--- src/rtl/mem_data_access_pkg.sv ---
// -----------------------------------------------------------------------------
// mem_data_access_pkg
// Shared types for the memory-stage data access block:
//   memControl_t  - EX/MEM request (ce, we, physical addr, byte sel, wdata,
//                   cache invalidate hints that this block ignores)
//   exOperation_t - operation code; the load kinds select alignment/extension
//   memState_t    - memory-stage FSM states
//   dbusReq_t     - registered data-bus request
// -----------------------------------------------------------------------------
package mem_data_access_pkg;

  typedef struct packed {
    logic        ce;
    logic        we;
    logic [31:0] addr;
    logic [3:0]  sel;
    logic [31:0] wdata;
    logic        invalidate_icache;
    logic        invalidate_dcache;
  } memControl_t;

  typedef enum logic [3:0] {
    OP_NOP  = 4'd0,
    OP_LB   = 4'd1,
    OP_LBU  = 4'd2,
    OP_LH   = 4'd3,
    OP_LHU  = 4'd4,
    OP_LW   = 4'd5,
    OP_LL   = 4'd6,
    OP_LWL  = 4'd7,
    OP_LWR  = 4'd8,
    OP_LWC1 = 4'd9,
    OP_SB   = 4'd10,
    OP_SH   = 4'd11,
    OP_SW   = 4'd12
  } exOperation_t;

  typedef enum logic [1:0] {
    IDLE  = 2'd0,
    BUSY  = 2'd1,
    DONE  = 2'd2,
    ABORT = 2'd3
  } memState_t;

  typedef struct packed {
    logic        req;
    logic        we;
    logic [31:0] addr;
    logic [3:0]  sel;
    logic [31:0] wdata;
  } dbusReq_t;

endpackage

--- src/rtl/mem_data_access_if.sv ---
// -----------------------------------------------------------------------------
// mem_data_access_if
// Data-bus bundle between the memory stage (master) and the bus arbiter/slave.
//   bus_req/bus_we/bus_addr/bus_sel/bus_wdata : request, driven by master
//   bus_ack   : single-cycle acknowledge, driven by slave
//   bus_rdata : read data, valid while bus_ack is high
//   bus_err   : watchdog-expiry pulse from the master
// -----------------------------------------------------------------------------
interface mem_data_access_if;
  logic        bus_req;
  logic        bus_we;
  logic [31:0] bus_addr;
  logic [3:0]  bus_sel;
  logic [31:0] bus_wdata;
  logic        bus_ack;
  logic [31:0] bus_rdata;
  logic        bus_err;

  modport master (
    output bus_req, bus_we, bus_addr, bus_sel, bus_wdata, bus_err,
    input  bus_ack, bus_rdata
  );

  modport slave (
    input  bus_req, bus_we, bus_addr, bus_sel, bus_wdata, bus_err,
    output bus_ack, bus_rdata
  );
endinterface

--- src/rtl/mem_data_access_load_align.sv ---
// -----------------------------------------------------------------------------
// mem_load_align
// Combinational load-data formatter.
//   op_i        : load kind
//   addr_lo_i   : byte offset addr[1:0] of the access
//   bus_rdata_i : raw little-endian word from the bus
//   rt_old_i    : previous rt value, merged into LWL/LWR results
//   data_o      : aligned, extended or merged load result
// -----------------------------------------------------------------------------
import mem_data_access_pkg::*;

module mem_load_align (
  input  exOperation_t op_i,
  input  logic [1:0]   addr_lo_i,
  input  logic [31:0]  bus_rdata_i,
  input  logic [31:0]  rt_old_i,
  output logic [31:0]  data_o
);

  logic [31:0] shifted;
  logic [7:0]  byte_sel;
  logic [15:0] half_sel;

  always_comb begin
    shifted  = bus_rdata_i >> {addr_lo_i, 3'b000};
    byte_sel = shifted[7:0];
    half_sel = addr_lo_i[1] ? bus_rdata_i[31:16] : bus_rdata_i[15:0];
    data_o   = bus_rdata_i;
    case (op_i)
      OP_LB:  data_o = {{24{byte_sel[7]}}, byte_sel};
      OP_LBU: data_o = {24'h0, byte_sel};
      OP_LH:  data_o = {{16{half_sel[15]}}, half_sel};
      OP_LHU: data_o = {16'h0, half_sel};
      // LWL fills the high end of rt from the addressed byte downward.
      OP_LWL: begin
        case (addr_lo_i)
          2'd0:    data_o = {bus_rdata_i[7:0],  rt_old_i[23:0]};
          2'd1:    data_o = {bus_rdata_i[15:0], rt_old_i[15:0]};
          2'd2:    data_o = {bus_rdata_i[23:0], rt_old_i[7:0]};
          default: data_o = bus_rdata_i;
        endcase
      end
      // LWR fills the low end of rt from the addressed byte upward.
      OP_LWR: begin
        case (addr_lo_i)
          2'd0:    data_o = bus_rdata_i;
          2'd1:    data_o = {rt_old_i[31:24], bus_rdata_i[31:8]};
          2'd2:    data_o = {rt_old_i[31:16], bus_rdata_i[31:16]};
          default: data_o = {rt_old_i[31:8],  bus_rdata_i[31:24]};
        endcase
      end
      default: data_o = bus_rdata_i;
    endcase
  end

endmodule

--- src/rtl/mem_data_access.sv ---
// -----------------------------------------------------------------------------
// mem_data_access
// Memory-stage responder: issues one data-bus transaction per load/store and
// holds the pipeline until the slave acknowledges.
//   clk, rst     : clock; asynchronous active-low reset
//   req, op      : EX/MEM request and load kind
//   rt_old       : previous rt value for LWL/LWR merge
//   except_i     : instruction already faulted, suppress the access
//   flush        : pipeline flush
//   stall_i      : a later stage is holding the pipeline
//   stall_req    : hold request to the hazard unit (combinational)
//   rdata        : registered load result
//   bus          : data-bus master port (all request outputs registered)
// TIMEOUT_CYCLES > 0 enables a watchdog that abandons a silent transaction.
// -----------------------------------------------------------------------------
import mem_data_access_pkg::*;

module mem_data_access #(
  parameter int unsigned TIMEOUT_CYCLES = 0
) (
  input  logic                clk,
  input  logic                rst,
  input  memControl_t         req,
  input  exOperation_t        op,
  input  logic [31:0]         rt_old,
  input  logic                except_i,
  input  logic                flush,
  input  logic                stall_i,
  output logic                stall_req,
  output logic [31:0]         rdata,
  mem_data_access_if.master   bus
);

  memState_t   state_q, state_d;
  dbusReq_t    bus_q, bus_d;
  logic [31:0] rdata_q, rdata_d;
  logic        bus_err_q, bus_err_d;
  logic [31:0] align_data;
  logic        timeout;
  logic        start;
  logic        unused_inval;

  // Cache invalidate hints travel with the request but are handled elsewhere.
  assign unused_inval = req.invalidate_icache ^ req.invalidate_dcache;

  mem_load_align u_align (
    .op_i        (op),
    .addr_lo_i   (bus_q.addr[1:0]),
    .bus_rdata_i (bus.bus_rdata),
    .rt_old_i    (rt_old),
    .data_o      (align_data)
  );

  assign start = (state_q == IDLE) && req.ce && !except_i && !flush;

  // Watchdog: counts cycles without ack while a transaction is outstanding.
  // timeout fires in the cycle the count would reach the limit, so the error
  // pulse lands TIMEOUT_CYCLES cycles after bus_req first went high.
  generate
    if (TIMEOUT_CYCLES > 0) begin : g_wd
      logic [31:0] wd_cnt_q;

      always_ff @(posedge clk or negedge rst) begin
        if (!rst) begin
          wd_cnt_q <= '0;
        end else if (start) begin
          wd_cnt_q <= '0;
        end else if ((state_q == BUSY || state_q == ABORT) && !bus.bus_ack) begin
          wd_cnt_q <= wd_cnt_q + 32'd1;
        end
      end

      assign timeout = (wd_cnt_q == TIMEOUT_CYCLES - 1);
    end else begin : g_no_wd
      assign timeout = 1'b0;
    end
  endgenerate

  always_ff @(posedge clk or negedge rst) begin
    if (!rst) begin
      state_q   <= IDLE;
      bus_q     <= '0;
      rdata_q   <= '0;
      bus_err_q <= 1'b0;
    end else begin
      state_q   <= state_d;
      bus_q     <= bus_d;
      rdata_q   <= rdata_d;
      bus_err_q <= bus_err_d;
    end
  end

  always_comb begin
    state_d   = state_q;
    bus_d     = bus_q;
    rdata_d   = rdata_q;
    bus_err_d = 1'b0;
    unique case (state_q)
      IDLE: begin
        if (start) begin
          bus_d.req   = 1'b1;
          bus_d.we    = req.we;
          bus_d.addr  = req.addr;
          bus_d.sel   = req.sel;
          bus_d.wdata = req.wdata;
          state_d     = BUSY;
        end
      end
      BUSY: begin
        // Ack has priority over both the watchdog and a flush.
        if (bus.bus_ack) begin
          bus_d.req = 1'b0;
          if (flush) begin
            state_d = IDLE;
          end else begin
            if (!bus_q.we) rdata_d = align_data;
            state_d = DONE;
          end
        end else if (timeout) begin
          bus_d.req = 1'b0;
          bus_err_d = 1'b1;
          rdata_d   = '0;
          state_d   = flush ? IDLE : DONE;
        end else if (flush) begin
          state_d = ABORT;
        end
      end
      ABORT: begin
        // Transaction cannot be cancelled: wait it out, discard the data.
        if (bus.bus_ack) begin
          bus_d.req = 1'b0;
          state_d   = IDLE;
        end else if (timeout) begin
          bus_d.req = 1'b0;
          bus_err_d = 1'b1;
          state_d   = IDLE;
        end
      end
      DONE: begin
        // Stay here while held so the same instruction is not issued again.
        if (!stall_i || flush) state_d = IDLE;
      end
      default: state_d = IDLE;
    endcase
  end

  assign stall_req     = req.ce && !except_i && (state_q != DONE);
  assign rdata         = rdata_q;
  assign bus.bus_req   = bus_q.req;
  assign bus.bus_we    = bus_q.we;
  assign bus.bus_addr  = bus_q.addr;
  assign bus.bus_sel   = bus_q.sel;
  assign bus.bus_wdata = bus_q.wdata;
  assign bus.bus_err   = bus_err_q;

endmodule

--- src/flat_wrapper.sv ---
// flat-port wrapper written by rule: the top's interface ports become plain ports
module mem_data_access_flat 
#(
  parameter int unsigned TIMEOUT_CYCLES = 0
)
  (clk, rst, req, op, rt_old, except_i, flush, stall_i, stall_req, rdata, bus_bus_req, bus_bus_we, bus_bus_addr, bus_bus_sel, bus_bus_wdata, bus_bus_err, bus_bus_ack, bus_bus_rdata);
  mem_data_access_if bus_i ();
  input  logic clk;
  input  logic rst;
  input  memControl_t req;
  input  exOperation_t op;
  input  logic [31:0] rt_old;
  input  logic except_i;
  input  logic flush;
  input  logic stall_i;
  output logic stall_req;
  output logic [31:0] rdata;
  output wire logic [$bits(bus_i.bus_req)-1:0] bus_bus_req;
  output wire logic [$bits(bus_i.bus_we)-1:0] bus_bus_we;
  output wire logic [$bits(bus_i.bus_addr)-1:0] bus_bus_addr;
  output wire logic [$bits(bus_i.bus_sel)-1:0] bus_bus_sel;
  output wire logic [$bits(bus_i.bus_wdata)-1:0] bus_bus_wdata;
  output wire logic [$bits(bus_i.bus_err)-1:0] bus_bus_err;
  input wire logic [$bits(bus_i.bus_ack)-1:0] bus_bus_ack;
  input wire logic [$bits(bus_i.bus_rdata)-1:0] bus_bus_rdata;
  assign bus_bus_req = bus_i.bus_req;
  assign bus_bus_we = bus_i.bus_we;
  assign bus_bus_addr = bus_i.bus_addr;
  assign bus_bus_sel = bus_i.bus_sel;
  assign bus_bus_wdata = bus_i.bus_wdata;
  assign bus_bus_err = bus_i.bus_err;
  assign bus_i.bus_ack = bus_bus_ack;
  assign bus_i.bus_rdata = bus_bus_rdata;
  mem_data_access #(.TIMEOUT_CYCLES(TIMEOUT_CYCLES)) u_core (.clk(clk), .rst(rst), .req(req), .op(op), .rt_old(rt_old), .except_i(except_i), .flush(flush), .stall_i(stall_i), .stall_req(stall_req), .rdata(rdata), .bus(bus_i));
endmodule
--- config.mk ---
export PLATFORM = sky130hd
export DESIGN_NAME = mem_data_access_flat
export DESIGN_NICKNAME = d
export VERILOG_FILES = /design/src/rtl/mem_data_access_pkg.sv /design/src/rtl/mem_data_access_if.sv /design/src/rtl/mem_data_access_load_align.sv /design/src/rtl/mem_data_access.sv /design/src/flat_wrapper.sv
export SDC_FILE = /design/constraint.sdc
export NUM_CORES = 1
export LEC_CHECK = 0
export CELL_PAD_IN_SITES_DETAIL_PLACEMENT = 1
export CELL_PAD_IN_SITES_GLOBAL_PLACEMENT = 1
export CORE_MARGIN = 5
export CORE_UTILIZATION = 33
export DETAILED_ROUTE_END_ITERATION = 10
export PLACE_DENSITY_LB_ADDON = 0.05
export SLEW_MARGIN = 10
export SYNTH_ARGS = -nofsm -noshare
export SYNTH_HDL_FRONTEND = slang
export SYNTH_SLANG_ARGS = --single-unit
--- constraint.sdc ---
create_clock -name clk -period 2.15 [get_ports clk]
set_clock_uncertainty 0.1 [all_clocks]
set_input_delay 0.3225 -clock clk [delete_from_list [all_inputs] [get_ports clk]]
set_output_delay 0.3225 -clock clk [all_outputs]
set_load 0.01 [all_outputs]
Yosys cells after proc, flatten, opt, wreduce, memory -nomap -nowiden
Cells that the tools add are included.

storage, ports and cells
  flip-flop bits (word level) = 104
  input port bits = 146
  logic and storage cells = 58

operators by class
  equality and inequality tests = 17
  shifts and indexed selects = 1
  mux-type cells = 14
  bitwise logic cells = 2
  reduce and logical (&&, ||, !) cells = 17

operators with widths
  kind                                           count
  one-hot mux 32 bit (3 select lines)            2
  one-hot mux 32 bit (6 select lines)            1
  2-to-1 mux 70 bit                              1
  right shift 32 x 5 -> 8 bit                    1
  2-to-1 mux 16 bit                              1
  2-to-1 mux 2 bit                               6
  == test 4 x 2 -> 1 bit, second input constant  2
  == test 4 x 3 -> 1 bit, second input constant  2
  one-hot mux 2 bit (4 select lines)             1
  AND reduction 4 bit                            2
  == test 2 bit, second input constant           3
  != test 2 x 1 -> 1 bit, second input constant  3
  logical AND 1 bit                              5
  == test 2 x 1 -> 1 bit, second input constant  2
  == test 4 x 1 -> 1 bit, second input constant  1
  == test 4 bit, second input constant           1
  zero test 2 bit                                2
  != test 2 bit, second input constant           2
  zero test 1 bit                                3
  != test 3 bit, second input constant           1
  AND reduction 3 bit                            1
  inverter 1 bit                                 2
  one-hot mux 1 bit (2 select lines)             1
  AND reduction 2 bit                            1
  other kinds (4)                                4

Depth between registers and ports, before layout
Gate-level depths: netlist (run 1).

  depth in word-level cells = 6
  gate-level depth with buffers = 8

By module
From an unflattened synthesis (run 1), not the netlist that was laid out.

second synthesis, totals
  cells, all modules = 495
  area, all modules = 6192.2 µm²

by module, submodules not included
  module           times used  cells each  area each (µm²)
  mem_data_access  1           229         3976.3
  mem_load_align   1           266         2215.9

Worst setup path after synthesis (run 1)
OpenSTA, ideal clock, no wires.

  path type = flip-flop to flip-flop
  start point = register u_core.bus_q, in the netlist u_core.bus.bus_addr[0]
  end point = register u_core.rdata_q[22] (netlist: u_core.rdata[22])
  setup time = 135 ps
  arrival = 1782 ps
  slack = 133 ps
  stages on the path, launching flop included = 8
  buffers on the path = 2
  clock period less this slack = 2017 ps
  cells stage by stage = dfrtp_1 -> buf_4 -> mux4_2 -> nor3b_2 -> o311ai_4 -> buf_2 -> a21oi_1 -> o31ai_1

between the ends
  cells in the longest elaborated chain, start to end = 3

RTL lines
  item                                                                                 RTL line                          text
  start, declared                                                                      mem_data_access.sv:35             dbusReq_t bus_q, bus_d;
  start signal, assigned                                                               mem_data_access.sv:87             bus_q <= bus_d;
  parallel branches: the longest is 2 deep, another holds right shift 32 x 5 -> 8 bit  n/a
  one-hot mux 32 bit (6 select lines) (*)                                              mem_data_access_load_align.sv:29  case (op_i)
  end signal, assigned                                                                 mem_data_access.sv:88             rdata_q <= rdata_d;
  end, declared                                                                        mem_data_access.sv:36             logic [31:0] rdata_q, rdata_d;

Mark *: on every way between the ends.
A chain may end at the register's enable or synchronous reset.

Worst setup path after layout (run 1)
  start point = input port bus_bus_rdata[23]
  end point = register u_core.rdata_q[7] (netlist: u_core.rdata[7])

between the ends
  cells in the longest elaborated chain, start to end = 2

RTL lines
  item                                                       RTL line                          text
  start, declared                                            flat_wrapper.sv:25                input wire logic [$bits(bus_i.bus_rdata)-1:0] bus_bus_rdata;
  right shift 32 x 5 -> 8 bit, or another cell as far along  mem_data_access_load_align.sv:25  shifted = bus_rdata_i >> {addr_lo_i, 3'b000};
  one-hot mux 32 bit (6 select lines) (*)                    mem_data_access_load_align.sv:29

Every way passes the cells marked *; elsewhere a longest branch is shown, timed or not.

==> metrics.yaml, run 1 <==
status:
  status: "finished, final reports clean"
timing:
  timing.final.crit_share: 0.984
  setup_violations: 0
  fmax_mhz: 473
  hold_violations: 0
  rsz0062_at_grt: "no"
  worstMarginPinSlew_ns: 0.688
  final_max_slew_viol_count: 0
  slew_headroom: 0.542
  finalCriticalPeriod_ns: 2.12
floorplan:
  initial_utilization: 0.337
  die_h_microns: 146
  rows: 49
  coreArea_sq_um: 18000
  die_w_microns: 146
  io_pins: 250
  die-area_sq_um: 21200
logic_synthesis:
  synthTopCellsByArea: "dfrtp_1 (43%), mux2_2 (16%), mux2i_1 (8.1%), nor2_1 (3.7%), o31ai_1 (2.7%)"
  syn_inst: 556
  muxShareOfSynthArea: 0.265
  synth_ff_type: "dfrtp_1"
  synth_fa_ha_area_frac: 0
  synth_top_area_frac: 0.429
  syn_area_sq_um: 6070
  yosys_warnings: 0
  synth_compound_area_frac: 0.159
  synth-xor-area-share: 0.00144
  async_reset_ff_frac: 1.00
  synth-seq-area-share: 0.429
  synth-edff-count: 0
  synth_simple_gate_area_frac: 0.0969
  syn_nets: 702
  avgSynthCellArea_sq_um: 10.9
  synth_top_family_by_area: "multiplexers"
  yosysTopAreaCell: "dfrtp_1"
  synth-seq-cells: 104
  ys_types: 49
layout:
  final_cell_mix: "clkdlybuf4s50_1 (244), dfrtp_1 (101), mux2_2 (85), buf_4 (85), nor2_1 (60)"
  fin_nets: 1014
  fin_cells: 1102
  antenna_cells: 0
  stdcell_area_sq_um: 9910
  drive_gt1_frac: 0.284
  layout_commonest_cell: "clkdlybuf4s50_1"
  areaGrowthSynthToFinish_pct: 63.4
cts:
  clk_pin_slew_ns: 0.08
  cts-root-buf: "clkbuf_16"
  htreeDepth: 3
  cts_sinks: 104
  cts_inserted_buffers: 9
  clock_path_buffers: 2
  tritoncts: "yes"
  clkLatencyLatePin_ns: 0.36
place:
  place_area_sq_um: 9460
  io_buffers: 246
  hpwl_mm: 17.8
  gp_congestion: 0.881
  dp_cells: 1082
routing:
  ant_nets: 0
  drc: 0
  wl_mm: 22.9
  avgRoutedWirePerCell_microns: 20.7
  via_per_inst: 5.23
  drt-pass1-iter-count: 4
  via_count: 5762
  drtIter0Drc: 235
global_route:
  grt.overflow.total: 0
  grt_pass1_vias: 6411
  grt_max_degree: 49
  grt.total_usage: 0.212
  grt_pass1_wl_mm: 36.1
  antenna_found_initial: 0
pwr:
  max-vdd-ir-drop_mv: 0.554
  power.total_mw: 9.08
  power.density_nw_per_um2: 916
  leakage_nw: 4.09
setup_path:
  path_class: "input port to flop"
  critPathLaunchType: "input port"
  cp_max_fo: 4
  cp-end-kind: "flop"
  crit_required_ns: 2.28
  cp_data_arrival_time_ns: 2.25
run:
  maxCapViolCount: 0
min_path:
  hp-class: "flop to flop"
## critical path: stages
cell	delay [ns]
clkdlybuf4s50_1	0.51
buf_4	0.20
mux2_2	0.29
mux2i_1	0.31
nor2_1	0.11
a2111oi_2	0.38
o31ai_1	0.12
## registers in the layout, summed over array words and instances, names as in the netlist
name                  cells
u_core.bus.bus_addr      32
u_core.bus.bus_sel        4
u_core.state_q            2
u_core.bus.bus_req        1
u_core.rdata             32
u_core.bus.bus_wdata     32
u_core.bus.bus_we         1
## routing by layer
layer	up-vias	routed length (microns)	global-route usage
li1	2679	-	-
met1	2886	9580	0.267
met2	182	11200	0.357
met3	15	1820	0.0626
met4	0	259	0.0522
met5	-	0	0
## cell families after synthesis
family,count (synthesis)
other,1
XOR/XNOR,1
AND/OR/NAND/NOR,130
multiplexers,141
buffers and inverters,51
flip-flops,104
AO/OA/AOI/OAI,128
## synth_stat cells (2+ instances only)
cell       count
a22o_1         8
nor2_1        60
buf_2         21
a211oi_1       6
nand2_1       41
o31ai_1       22
mux4_2         7
nor3_1         9
mux2_2        85
buf_4          8
o22ai_1       11
mux2i_1       49
a2111oi_0      6
o21ai_0       11
a221oi_1       8
o2bb2ai_1      2
dfrtp_1      104
a21oi_1       32
nand3_1        7
clkbuf_1      11
inv_1          3
buf_6          6
a211oi_2      12
a21o_1         2
## repair_timing
| action | CTS | global route |
|---|---|---|
| hold buffers | 1 | 0 |
| buffers inserted | 0 | 1 |
| resized for setup | 10 | 11 |
| pin swaps | 0 | 2 |
| cloned | 0 | 2 |
| setup endpoints to repair | 7 | 23 |
| hold endpoints to repair | 45 | 0 |
## per-stage QoR
| step | util | setup WS [ns] | hold WS (ns) | setup TNS (ns) |
|---|---|---|---|---|
| 5_1_grt | 0.550 | 0.00186 | 0.420 | 0 |
| 4_1_cts | 0.544 | 0.00512 | 0.390 | 0 |
| 3_5_place_dp | 0.525 | -0.438 | 0.312 | -14.39 |
| 3_3_place_gp | 0.525 | -0.352 | 0.306 | -7.74 |
| 6_report | 0.550 | 0.0347 | 0.381 | 0 |
| 2_1_floorplan | - | 0.133 | -0.0731 | 0 |
## path summary, 6_finish.rpt
path | startpoint | end | slack [ns] | cells past startpoint
setup / recovery | bus_bus_rdata[23] | u_core.rdata[7]$_DFFE_PN0P_ | 0.03 | 7
hold / removal | u_core.rdata[31]$_DFFE_PN0P_ | u_core.rdata[31]$_DFFE_PN0P_ | 0.38 | 2
min in group asynchronous | rst | u_core.bus.bus_addr[16]$_DFFE_PN0P_ | 0.44 | 2
max in group asynchronous | rst | u_core.state_q[0]$_DFFE_PN0P_ | 0.82 | 3
hold reg to reg | u_core.rdata[31]$_DFFE_PN0P_ | u_core.rdata[31]$_DFFE_PN0P_ | 0.38 | 2
setup reg to reg | u_core.bus.bus_addr[1]$_DFFE_PN0P_ | u_core.rdata[7]$_DFFE_PN0P_ | 0.04 | 6
## area by class of cell
cell class / count / area (sq um)
Timing Repair Buffer: 348 / 3450
Clock buffer: 9 / 225
Tap cell: 229 / 287
Sequential cell: 104 / 2610
Clock inverter: 7 / 81.3
Inverter: 4 / 15.0
Multi-Input combinational cell: 401 / 3250
Fill cell: 1960 / 8110
## where the power goes
part	internal, mW	switching, mW	total, mW	leakage (nW)
Combinational	2.55	1.84	4.39	2.69
Sequential	2.59	0.372	2.96	1.25
Clock	0.839	0.898	1.74	0.150
No activity file was read; power rests on OpenSTA's default activity.
==> inputs of run 2 (changes only) <==
Settings changed: SKIP_CTS_REPAIR_TIMING set to 1.
==> run 2 against run 1 <==
  * Flip-flop and latch count did not move
  * Register-to-register slack improved by 0.03 ns
  * Utilization shrank 0.19 points
  * Sequential power barely moved
  * Design area down 0.34%
  * Global-route usage down 0.092 points
  * Combinational power is 1% lower
  * Largest cell class unchanged
  * Sequential share of layout area rose by 0.090 points
  * Non-clock buffer count is 1 lower
  * Critical path depth is 1 higher
  * Setup slack gained 0.033 ns
  * Routed wire length shrank 0.56%
  * Highest routed layer unchanged
==> metrics.yaml, run 2 (synthesized netlist as in run 1, its figures left out) <==
cts:
  tritoncts: "yes"  # unchanged
  clock_path_buffers: 2  # unchanged
  cts_sinks: 104  # unchanged
  clkLatencyLatePin_ns: 0.36  # about the same
  htreeDepth: 3  # unchanged
  cts_inserted_buffers: 9  # unchanged
  clk_pin_slew_ns: 0.08  # about the same
  cts-root-buf: "clkbuf_16"  # unchanged
pwr:
  power.total_mw: 9.04  # was 9.08 mW
  p_comb_frac: 0.481  # was 0.483
  p_sw_mw: 3.09  # was 3.11 mW
  power.density_nw_per_um2: 915  # was 916 nW/um^2
  swShare: 0.342  # about the same
  clkPwrFrac: 0.192  # was 0.191
  seqPwrFrac: 0.327  # was 0.326
  power.internal_mw: 5.94  # was 5.97 mW
  max-vdd-ir-drop_mv: 0.488  # was 0.554 mV
  leakage_nw: 4.08  # was 4.09 nW
timing:
  tns_ns: 0  # unchanged
  timing.final.crit_share: 0.969  # was 0.984
  hold_violations: 0  # unchanged
  worstMarginPinSlew_ns: 0.683  # was 0.688 ns
  finalCriticalPeriod_ns: 2.08  # was 2.12 ns
  final_max_slew_viol_count: 0  # unchanged
  setup_violations: 0  # unchanged
  slew_headroom: 0.544  # was 0.542
  fmax_mhz: 480  # was 473 MHz
  rsz0062_at_grt: "yes"  # was no
  whs_ns: 0.381  # about the same
layout:
  regArea_sq_um: 2610  # unchanged
  antenna_cells: 0  # unchanged
  stdcell_area_sq_um: 9880  # was 9910 sq um
  layout_commonest_cell: "clkdlybuf4s50_1"  # unchanged
  final_cell_mix: "clkdlybuf4s50_1 (244), dfrtp_1 (101), mux2_2 (85), buf_4 (85), nor2_1 (60)"  # unchanged
  multi_input_area_sq_um: 3240  # was 3250 sq um
  post-route-util: 0.548  # was 0.550
  fin_nets: 1013  # was 1,014
  fill_cells: 1966  # was 1,960
  drive_gt1_frac: 0.283  # was 0.284
  areaGrowthSynthToFinish_pct: 62.9  # was 63.4%
place:
  hpwl_mm: 17.8  # unchanged
  gp_congestion: 0.881  # unchanged
  io_buffers: 246  # unchanged
  place_area_sq_um: 9460  # unchanged
setup_path:
  cp_max_fo: 20  # was 4
  reg2reg_from: "u_core.bus.bus_addr[1]$_DFFE_PN0P_"  # unchanged
  path_class: "flop to flop"  # was input port to flop
  crit_required_ns: 2.28  # about the same
  critPathLaunchType: "flop"  # was input port
  cp-end-kind: "flop"  # unchanged
  r2r-end: "u_core.rdata[8]$_DFFE_PN0P_"  # was u_core.rdata[7]$_DFFE_PN0P_
  r2r_cells: 8  # was 6
  cp_data_arrival_time_ns: 2.22  # was 2.25 ns
  reg2reg_slack_ns: 0.07  # was 0.04 ns
routing:
  avgRoutedWirePerCell_microns: 20.6  # was 20.7 microns
  drc: 0  # unchanged
  wl_mm: 22.7  # was 22.9 mm
  drtIter0Drc: 253  # was 235
  drt-pass1-iter-count: 5  # was 4
  ant_nets: 0  # unchanged
  via_per_inst: 5.18  # was 5.23
  via_count: 5707  # was 5,762
status:
  status: "finished, final reports clean"  # unchanged
global_route:
  grt.overflow.total: 0  # unchanged
  antenna_found_initial: 0  # unchanged
  grt_pass1_vias: 6393  # was 6,411
  grt_max_degree: 49  # unchanged
  grt_pass1_wl_mm: 36.0  # was 36.1 mm
  grt.total_usage: 0.211  # was 0.212
floorplan:
  coreArea_sq_um: 18000  # unchanged
  die_w_microns: 146  # unchanged
  die-area_sq_um: 21200  # unchanged
  io_pins: 250  # unchanged
  initial_utilization: 0.337  # unchanged
  rows: 49  # unchanged
  die_h_microns: 146  # unchanged
run:
  maxCapViolCount: 0  # unchanged
min_path:
  whs_endpoint: "u_core.rdata[31]$_DFFE_PN0P_"  # unchanged
  holdPathStages: 2  # unchanged
  min_from: "u_core.rdata[31]$_DFFE_PN0P_"  # unchanged
  hp-class: "flop to flop"  # unchanged
run 2: how the worst max path moves through the flow:
stage | startpoint | endpoint | cells after the start
3_5_place_dp | op[2] | u_core.rdata[7]$_DFFE_PN0P_ | 7
5_1_grt | u_core.bus.bus_addr[1]$_DFFE_PN0P_ | u_core.rdata[8]$_DFFE_PN0P_ | 8
4_1_cts | u_core.bus.bus_addr[1]$_DFFE_PN0P_ | u_core.rdata[3]$_DFFE_PN0P_ | 7
3_3_place_gp | op[2] | u_core.rdata[7]$_DFFE_PN0P_ | 7
6_report | u_core.bus.bus_addr[1]$_DFFE_PN0P_ | u_core.rdata[8]$_DFFE_PN0P_ | 8
2_1_floorplan | u_core.bus.bus_addr[0]$_DFFE_PN0P_ | u_core.rdata[22]$_DFFE_PN0P_ | 7
run 2: stage by stage:
stage / setup WS, ns / std cells
2_1_floorplan: 0.133 / 556
3_3_place_gp: -0.352 / 1082
3_5_place_dp: -0.438 / 1082
4_1_cts: -0.120 / 1098
5_1_grt: -0.00965 / 1101
6_report: 0.0673 / 1101
run 2: power by group through the flow:
stage               clock network (mW)  logic, mW  registers, mW
finish                            1.73       4.34           2.96
global route                      1.86       4.66           3.05
floorplan                            0       1.60           3.24
detailed placement                   0       4.27           3.00
CTS                               1.79       4.29           2.97
global placement                     0       4.16           2.96
run 2: area by class of cell:
cell class	instances	area share
clock buffers	9	0.0228
clock inverters	7	0.00823
inverters	4	0.00152
multi-input cells	401	0.328
flip-flops and latches	104	0.264
well taps	229	0.0290
repair buffers	347	0.347
run 2: worst max-delay path, stage by stage (launching register included):
cell and delay [ns]:
dfrtp_2 0.41, buf_12 0.17, buf_12 0.17, mux2_2 0.37, buf_4 0.14, nor2_1 0.10, a211oi_1 0.06, a221oi_1 0.28
a211oi_1 0.14
run 2: per-layer routing:
layer	GRT usage	wire, microns
met4	0.0536	263
met1	0.266	9780
met2	0.355	11100
met5	0	0
met3	0.0626	1600
